$ cat src/rtl/truth_table_reader.sv
// ============================================================================
// Module      : truth_table_reader
// Description : Sweeps all 8 input combinations into a 3-input gate, samples
//               its output after a settle time and builds the truth-table code.
// Revision    : 1.0 - initial release
// ============================================================================
`default_nettype none

module truth_table_reader #(
    parameter int SETTLE_CYCLES = 4,
    parameter int CNT_W         = 8
) (
    input  logic       clk,
    input  logic       reset,
    input  logic       start,
    input  logic [7:0] expected,
    output logic       drv_in1,
    output logic       drv_in2,
    output logic       drv_in3,
    input  logic       dut_out,
    output logic       busy,
    output logic       done,
    output logic [7:0] table_code,
    output logic       match,
    output logic       unstable
);

    localparam logic [1:0]       c_st_idle   = 2'd0;
    localparam logic [1:0]       c_st_drive  = 2'd1;
    localparam logic [1:0]       c_st_sample = 2'd2;
    localparam logic [1:0]       c_st_done   = 2'd3;
    localparam logic [CNT_W-1:0] c_cnt_last  = CNT_W'(SETTLE_CYCLES - 1);
    localparam logic [CNT_W-1:0] c_cnt_one   = CNT_W'(1);

    logic [1:0]       r_state;
    logic [1:0]       w_state_next;
    logic [2:0]       r_idx;
    logic [2:0]       r_drv;
    logic [CNT_W-1:0] r_cnt;
    logic [7:0]       r_expected;
    logic [7:0]       r_code;
    logic [7:0]       w_code_next;
    logic             r_prev_out;
    logic             r_match;
    logic             r_unstable;

    always_ff @(posedge clk) begin
        if (reset) begin
            r_state <= c_st_idle;
        end else begin
            r_state <= w_state_next;
        end
    end

    always_comb begin
        w_state_next = r_state;
        case (r_state)
            c_st_idle:   if (start) w_state_next = c_st_drive;
            c_st_drive:  if (r_cnt == c_cnt_last) w_state_next = c_st_sample;
            c_st_sample: w_state_next = (r_idx == 3'd7) ? c_st_done : c_st_drive;
            c_st_done:   w_state_next = c_st_idle;
            default:     w_state_next = c_st_idle;
        endcase
    end

    // Code with the current sample merged in; bit 7 holds combination 000.
    always_comb begin
        w_code_next                = r_code;
        w_code_next[3'd7 - r_idx]  = dut_out;
    end

    always_ff @(posedge clk) begin
        if (reset) begin
            r_idx      <= 3'd0;
            r_drv      <= 3'd0;
            r_cnt      <= '0;
            r_expected <= 8'd0;
            r_code     <= 8'd0;
            r_prev_out <= 1'b0;
            r_match    <= 1'b0;
            r_unstable <= 1'b0;
        end else begin
            r_prev_out <= dut_out;
            case (r_state)
                c_st_idle: begin
                    if (start) begin
                        r_expected <= expected;
                        r_code     <= 8'd0;
                        r_unstable <= 1'b0;
                        r_match    <= 1'b0;
                        r_idx      <= 3'd0;
                        r_cnt      <= '0;
                        r_drv      <= 3'd0;
                    end
                end
                c_st_drive: begin
                    r_cnt <= r_cnt + c_cnt_one;
                end
                c_st_sample: begin
                    r_code <= w_code_next;
                    if (dut_out != r_prev_out) r_unstable <= 1'b1;
                    // Match is registered here so it appears together with done.
                    if (r_idx == 3'd7) begin
                        r_match <= (w_code_next == r_expected);
                        r_drv   <= 3'd0;
                    end else begin
                        r_idx <= r_idx + 3'd1;
                        r_cnt <= '0;
                        r_drv <= r_idx + 3'd1;
                    end
                end
                default: begin
                    r_drv <= 3'd0;
                end
            endcase
        end
    end

    assign {drv_in1, drv_in2, drv_in3} = r_drv;
    assign busy       = (r_state != c_st_idle);
    assign done       = (r_state == c_st_done);
    assign table_code = r_code;
    assign match      = r_match;
    assign unstable   = r_unstable;

endmodule

`default_nettype wire
$ cat config.mk
export PLATFORM = sky130hd
export DESIGN_NAME = truth_table_reader
export DESIGN_NICKNAME = d
export VERILOG_FILES = /design/src/rtl/truth_table_reader.sv
export SDC_FILE = /design/constraint.sdc
export NUM_CORES = 1
export LEC_CHECK = 0
export CORE_MARGIN = 2
export CORE_UTILIZATION = 55
export DETAILED_ROUTE_END_ITERATION = 8
export DONT_BUFFER_PORTS = 1
export PLACE_DENSITY = 0.7
export SYNTH_ARGS = -nofsm -noshare
export SYNTH_HDL_FRONTEND = slang
export SYNTH_SLANG_ARGS = --single-unit
$ cat constraint.sdc
create_clock -name clk -period 2.63 [get_ports clk]
set_clock_uncertainty 0.2 [all_clocks]
set_input_delay 0.6575 -clock clk [delete_from_list [all_inputs] [get_ports clk]]
set_output_delay 0.6575 -clock clk [all_outputs]
set_load 0.01 [all_outputs]
# == Word level (Yosys, flattened, before mapping) ==
# Cells that the tools add are included.
# W data, S select, Z words.
# word_totals
regBits,35
# op_classes
bitwise,1
n_lt_le_gt_ge,2
n_reduce_logical,13
muxes,21
n_eq_ne,12
n_addsub,3
# op_table
cell,n
$pmux W8 S3,1
$mux W8,2
$pmux W8 S2,1
$reduce_and A3 Y1,4
$ne A2 B2 Y1 const B,5
$mux W3,3
$pmux W3 S3,1
$add A8 B1 Y8 const B,1
$bwmux W8,1
$eq A8 B2 Y1 const B,1
$eq A8 B8 Y1,1
$pmux W2 S4,1
$reduce_and A2 Y1,4
$mux W2,3
$pmux W3 S2,1
$eq A2 B2 Y1 const B,2
$lt A3 B4 Y1 const B,1
$mux W1,4
$pmux W1 S2,2
$reduce_bool A2 Y1,2
$add A3 B1 Y3 const B,1
$demux W1 S3,1
$eq A3 B3 Y1 const B,1
$ge A3 B1 Y1 const B,1
other kinds (7),7

# == Longest topological paths before layout ==
# Gate-level depths: netlist (run 1).
# logic_depth
depth_word,9
ltp_mapped,7
mapped_depth_nobuf,7

# == Worst setup path after synthesis (run 1) ==
# No wires, ideal clock.
# synth_timing
path_kind,in2reg
from,input port start
to,register r_code[6] (netlist: table_code[6])
stages,6
setup_ns,0.128
arrival_time_ns,1.462
setup_slack_ns,0.840
path_cell_list,clkbuf_1 -> nor2_1 -> nor2_1 -> o21ai_0 -> a22oi_1 -> nor2_1
# synth_between
elab_chain_len,2
# synth_rtl
item,line,source
"start, declared",15,"input logic start,"
$ne A2 B2 Y1 (no line),-,
$reduce_and A2 Y1 (no line),-,
"end signal, assigned",100,r_code <= w_code_next;
"end, declared",41,logic [7:0] r_code;
# Every way passes these cells.
# A chain may end at the register's enable or synchronous reset.

# == Final worst setup path (run 1) ==
# layout_timing
from,register r_idx[1]
to,register r_cnt[6]
# layout_between
elab_chain_len,3
# layout_rtl
item,line,source
"start, declared",37,logic [2:0] r_idx;
"start signal, assigned",107,r_idx <= r_idx + 3'd1;
$eq A3 B3 Y1,103,if (r_idx == 3'd7) begin
$ne A2 B2 Y1 (no line),-,
$reduce_and A3 Y1 (no line),-,
"end signal, assigned",97,r_cnt <= r_cnt + c_cnt_one;
"end, declared",39,logic [CNT_W-1:0] r_cnt;
# Every way passes these cells.

==> run_results.csv, run 1 <==
group,metric,value,unit
synthesis,synth-adder-area-share,0.0202,
finish,drive_gt1_frac,0.0800,
clock_tree,clock_latency,0.34,ns
timing,hold_viol,0,
critical_path,cp_slowest_cell,"dfxtp_1",
clock_tree,clock-sinks,35,
status,status,"complete, no violations",
finish,area_growth,2.49,%
placement,portBuffers,0,
timing,worstMarginPinSlew,0.545,ns
clock_tree,cts.reportedPaths.clkPinSlew,0.11,ns
route,routed_wl,4.07,mm
critical_path,crit_top_cell,"ha_1",
global_route,grt_max_degree,32,
synthesis,syn_nets,243,
route,drtPass1Iterations,4,
floorplan,die_area,3850,um^2
route,drt-wirelength-per-cell,15.0,um
placement,dp_hpwl,2.95,mm
clock_tree,cts_tree,"yes",
timing,post-route-period-util,0.822,
finish,antennaDiodeCount,0,
timing,report.final.slew_viol_count,0,
timing,fin_setup_tns,0,ns
power_and_ir_drop,power-per-cell-area,505,nW/um^2
synthesis,avgSynthCellArea,8.14,um^2
finish,final_core_util,0.579,
timing,rsz0062_at_grt,"no",
global_route,grt_pass1_vias,1417,
floorplan,ios,27,
route,vias_per_cell,5.84,
clock_tree,cts.hold.buffers_added,0,
floorplan,core-area,3280,um^2
synthesis,muxShareOfSynthArea,0.0162,
synthesis,synth_edf_count,0,
critical_path,path_class,"reg2reg",
global_route,antenna_found_initial,0,
synthesis,synth_compound_area_frac,0.195,
timing,finalCriticalPeriod,2.16,ns
power_and_ir_drop,ir_worst_vdd,0.000293,V
synthesis,synth_warnings,0,
synthesis,syn_area,1860,um^2
synthesis,synth_top_family_by_area,"simple AND/OR/NAND/NOR gates",
timing,relSlewSlack,0.627,
floorplan,row_count,21,
clock_tree,post_cts_buffers,0,
floorplan,start_util,0.565,
global_route,grt_pass1_wl,6.67,mm
power_and_ir_drop,p_leak,0.704,nW
floorplan,die_y,62.1,um
synthesis,ys_types,48,
worst_hold_path,worstHoldPathType,"in2reg",
synthesis,synth_xor_area_frac,0.0566,
clock_tree,cts_resized,0,
critical_path,worstPathCellList,"ha_1 > ha_1 > o21ai_0 > o21a_1 > nand4_1 > xor2_1 > nor2_1",
clock_tree,cts_root_buffer,"clkbuf_4",
critical_path,worstPathArrival,2.20,ns
synthesis,syn_inst,228,
synthesis,synth-main-ff-cell,"dfxtp_1",
global_route,grt_usage,0.238,
critical_path,critPathMaxStageDelay,0.48,ns
synthesis,yosys.area_share.simple,0.291,
synthesis,ys_ff_latch,35,
critical_path,critical_path_required,2.66,ns
timing,setup_viol,0,
critical_path,critical_path.max_fanout,13,
route,via_count,1582,
route,drc,0,
synthesis,synth-seq-area-share,0.378,
route,ant_nets,0,
finish,fin_nets,239,
placement,gp_congestion,0.862,
clock_tree,htree_levels,2,
synthesis,synthArstFlopShare,0,
global_route,grt_overflow_total,0,
critical_path,start_kind,"flip-flop",
finish,fill_cells,325,
clock_tree,ctsLongestPathBuffers,2,
critical_path,end_kind,"flip-flop",
route,drt_iter0_drc,126,
run,cap_viol_max_count,0,
clock_tree,numCtsBuffers,5,
placement,dp_slack,0.493,ns
timing,setup_ws,0.467,ns
floorplan,die_w,62.1,um
timing,max_freq,462,MHz
[cell type report]
cell class	instances	area [um^2]	share of cell area
clock buffers	7	45.0	0.0237
clock inverters	1	5.00	0.00263
inverters	5	18.8	0.00987
multi-input cells	177	1070	0.565
flip-flops and latches	35	701	0.368
well taps	46	57.6	0.0303
[cells in the mapped netlist (all sizes together), types with 5 or more instances]
master | count | share of area
xor2 | 8 | 0.038
nor2 | 34 | 0.070
o21ai | 14 | 0.038
nand2b | 5 | 0.017
buf | 7 | 0.025
a22oi | 11 | 0.045
nand2 | 25 | 0.051
dfxtp | 35 | 0.38
a21oi | 20 | 0.054
inv | 5 | 0.010
nor3b | 7 | 0.036
and2 | 5 | 0.017
nor2b | 5 | 0.018
[metrics by stage]
step	hold WS [ns]	total power, mW	cells	area, um^2
after floorplan	0.259	0.678	228	1860
after global placement	0.277	0.692	263	1850
after detailed placement	0.288	0.694	263	1850
after CTS	0.163	0.970	271	1900
after global routing	0.153	1.01	271	1900
final	0.176	0.961	271	1900
[routing by layer]
metal,part of all wire,GRT usage,vias to the layer above
met2,0.45,0.342,41
met4,0.016,0.0881,0
met5,0,0,-
met3,0.064,0.0745,8
li1,-,-,793
met1,0.47,0.334,740
[sequential cells by signal (all words and copies together) (netlist names)]
| name | cells |
|---|---|
| match | 1 |
| r_cnt | 8 |
| r_drv | 3 |
| r_expected | 8 |
| r_idx | 3 |
| r_prev_out | 1 |
| r_state | 2 |
| table_code | 8 |
| unstable | 1 |
[path summary, 6_finish.rpt]
kind	endpoint	from	slack [ns]	depth (start not counted)
max	r_cnt[6]$_SDFFE_PP0P_	r_idx[1]$_SDFFE_PP0P_	0.47	7
min reg2reg	r_expected[1]$_SDFFE_PP0P_	r_expected[1]$_SDFFE_PP0P_	0.30	2
min	table_code[6]$_SDFFE_PP0P_	reset	0.18	1
max reg2reg	r_cnt[6]$_SDFFE_PP0P_	r_idx[1]$_SDFFE_PP0P_	0.47	7
[critical path, delay by kind of cell (launching register included)]
kind / cells / cell delay (ns)
AO/OA/AOI/OAI: 2 / 0.53
AND/OR/NAND/NOR: 2 / 0.17
flip-flops: 1 / 0.48
adder cells (fa/ha/maj): 2 / 0.51
XOR/XNOR: 1 / 0.16
[logic make-up after synthesis]
kind of cell	after synthesis
fa+ha+maj	3
flops	35
compound gates	57
simple gates	102
mux	3
buf+inv	16
xor+xnor	12
[power by group]
group | switching (mW) | total (mW) | internal, mW
sequential | 0.0243 | 0.571 | 0.547
clock | 0.174 | 0.278 | 0.104
combinational | 0.0689 | 0.112 | 0.0430
[placed cells by master (no fill, tap or decap), drive strengths merged, types with 2 or more instances in the layout]
cell type   n
a21oi      20
a22oi      11
and2        5
and3        3
and3b       2
clkbuf      7
dfxtp      35
ha          3
inv         5
mux2i       3
nand2      25
nand2b      5
nand3       3
nand4       4
nor2       34
nor2b       5
nor3        3
nor3b       7
o21ai      14
xnor2       4
xor2        8
No activity file was read; power rests on OpenSTA's default activity.
==> inputs of run 2 (changes only) <==
PLACE_DENSITY = 0.73   (was 0.7)
clock period = 1.9 ns   (was 2.63 ns; I/O delays follow)
==> run 2 against run 1 <==
Net effect:
- sequential cell count is the same
- global-route usage shrank 0.53 points
- highest routed layer unchanged
- via count grew 0.63%
- clock power grew 42%
- combinational power grew 71%
- wire length shrank 1.5%
- total power grew 42%
- critical path type unchanged
- die area is the same
- final cell count grew 4.1%
- setup slack lost 0.36 ns
- non-clock buffer count grew 11
- register-to-register slack lost 0.36 ns
==> run_results.csv, run 2 (synthesis gave the netlist of run 1 again) <==
group,metric,value,unit
critical_path,critPathMaxStageDelay,0.40,ns
placement,gp_congestion,0.862,
critical_path,worstPathCellList,"buf_4 > nor3b_4 > o32ai_1 > nor3_1 > nand4_1 > o31ai_2",
timing,post-route-period-util,0.945,
timing,rsz0062_at_grt,"yes",
global_route,grt_overflow_total,0,
clock_tree,clock_latency,0.34,ns
timing,setup_viol,0,
route,vias_per_cell,5.65,
critical_path,critical_path_required,1.97,ns
power_and_ir_drop,pwr-share-seq,0.572,
finish,area_growth,9.98,%
route,drtPass1Iterations,4,
placement,dp_hpwl,2.80,mm
timing,relSlewSlack,0.332,
power_and_ir_drop,ir_worst_vdd,0.000443,V
finish,fin_nets,250,
placement,portBuffers,0,
floorplan,core-area,3280,um^2
critical_path,start_kind,"flip-flop",
finish,fin_cells,282,
status,status,"complete, no violations",
clock_tree,cts_root_buffer,"clkbuf_4",
finish,final_common_cell,"dfxtp_1",
route,drc,0,
clock_tree,htree_levels,2,
route,drt-wirelength-per-cell,14.2,um
floorplan,die_area,3850,um^2
critical_path,cp_slowest_cell,"dfxtp_4",
power_and_ir_drop,p_sw_frac,0.287,
global_route,grt_usage,0.233,
finish,mostFrequentLayoutCells,"dfxtp_1 (34), nor2_1 (32), nand2_1 (25), a21oi_1 (19), o21ai_0 (13)",
timing,worstMarginPinSlew,1.00,ns
clock_tree,cts.reportedPaths.clkPinSlew,0.11,ns
power_and_ir_drop,p_leak,0.771,nW
route,via_count,1592,
power_and_ir_drop,power-per-cell-area,671,nW/um^2
critical_path,worstPathArrival,1.87,ns
floorplan,row_count,21,
clock_tree,ctsLongestPathBuffers,2,
placement,dp_slack,0.0212,ns
critical_path,critical_path.max_fanout,9,
floorplan,ios,27,
timing,holdWs,0.0609,ns
worst_hold_path,worstHoldPathType,"in2reg",
timing,setup_ws,0.104,ns
clock_tree,clock-sinks,35,
critical_path,path_class,"reg2reg",
placement,dp_cells,273,
route,ant_nets,0,
power_and_ir_drop,p_int,976,uW
floorplan,die_y,62.1,um
route,drt_iter0_drc,98,
global_route,grt_pass1_wl,6.56,mm
global_route,antenna_found_initial,0,
floorplan,start_util,0.565,
run,cap_viol_max_count,0,
power_and_ir_drop,p_sw,393,uW
global_route,grt_max_degree,28,
timing,max_freq,557,MHz
global_route,grt_pass1_vias,1386,
power_and_ir_drop,combPwrFrac,0.140,
finish,antennaDiodeCount,0,
timing,fin_setup_tns,0,ns
clock_tree,numCtsBuffers,5,
timing,report.final.slew_viol_count,0,
floorplan,die_w,62.1,um
critical_path,end_kind,"flip-flop",
timing,hold_viol,0,
power_and_ir_drop,p_clk_frac,0.288,
clock_tree,cts_tree,"yes",
finish,drive_gt1_frac,0.144,
route,routed_wl,4.01,mm
timing,finalCriticalPeriod,1.80,ns
run 2: changes by cell type in the layout (fill, tap and decap cells not counted), sizes merged:
cell | previous run | this run
buf | 0 | 10
dlymetal6s4s | 0 | 1
run 2: cell type report:
cell class	instances	area, um^2
sequential	35	704
multi-input combinational	177	1120
clock inverter	1	5.00
timing repair buffer	11	91.3
fill	328	1240
clock buffer	7	45.0
inverter	5	18.8
tap	46	57.6
run 2: layer usage:
metal | track usage | vias to the layer above | wire, um
li1 | - | 815 | -
met5 | 0 | - | 0
met3 | 0.0766 | 7 | 214
met2 | 0.318 | 49 | 1740
met1 | 0.338 | 721 | 1980
met4 | 0.0851 | 0 | 78
run 2: path summary, 6_finish.rpt:
path              slack (ns)                       start                    endpoint  cells past startpoint
setup reg to reg        0.10       r_idx[2]$_SDFFE_PP0P_          match$_SDFFE_PP0P_                      6
hold / removal          0.06                 expected[7]  r_expected[7]$_SDFFE_PP0P_                      2
hold reg to reg         0.30  r_expected[0]$_SDFFE_PP0P_  r_expected[0]$_SDFFE_PP0P_                      2
setup / recovery        0.10       r_idx[2]$_SDFFE_PP0P_          match$_SDFFE_PP0P_                      6
run 2: what timing repair did:
action                                  4_1_cts  5_1_grt
buffers inserted                              0        0
resized for setup                             1       13
hold endpoints to repair                     27        0
endpoints found under the setup margin        1       14
hold buffers                                  1        0
pin swaps                                     0        1
cloned                                        0        0
run 2: per-stage QoR:
stage / util / total power [mW] / instance area, um^2
after CTS: 0.607 / 1.38 / 1990
after global placement: 0.587 / 0.970 / 1930
after detailed placement: 0.587 / 0.973 / 1930
after global routing: 0.621 / 1.44 / 2040
after floorplan: - / 0.939 / 1860
final: 0.621 / 1.37 / 2040
run 2: critical path, delay by kind of cell (launching register included):
family	cells	cell delay (ns)
simple gates	3	0.59
flops	1	0.40
compound gates	2	0.34
buf+inv	1	0.19
run 2: power by group through the flow:
stage,Combinational (mW),Sequential [mW],Clock [mW]
floorplan,0.146,0.793,0
global placement,0.171,0.799,0
detailed placement,0.174,0.799,0
CTS,0.186,0.782,0.411
global route,0.215,0.787,0.441
finish,0.192,0.782,0.394
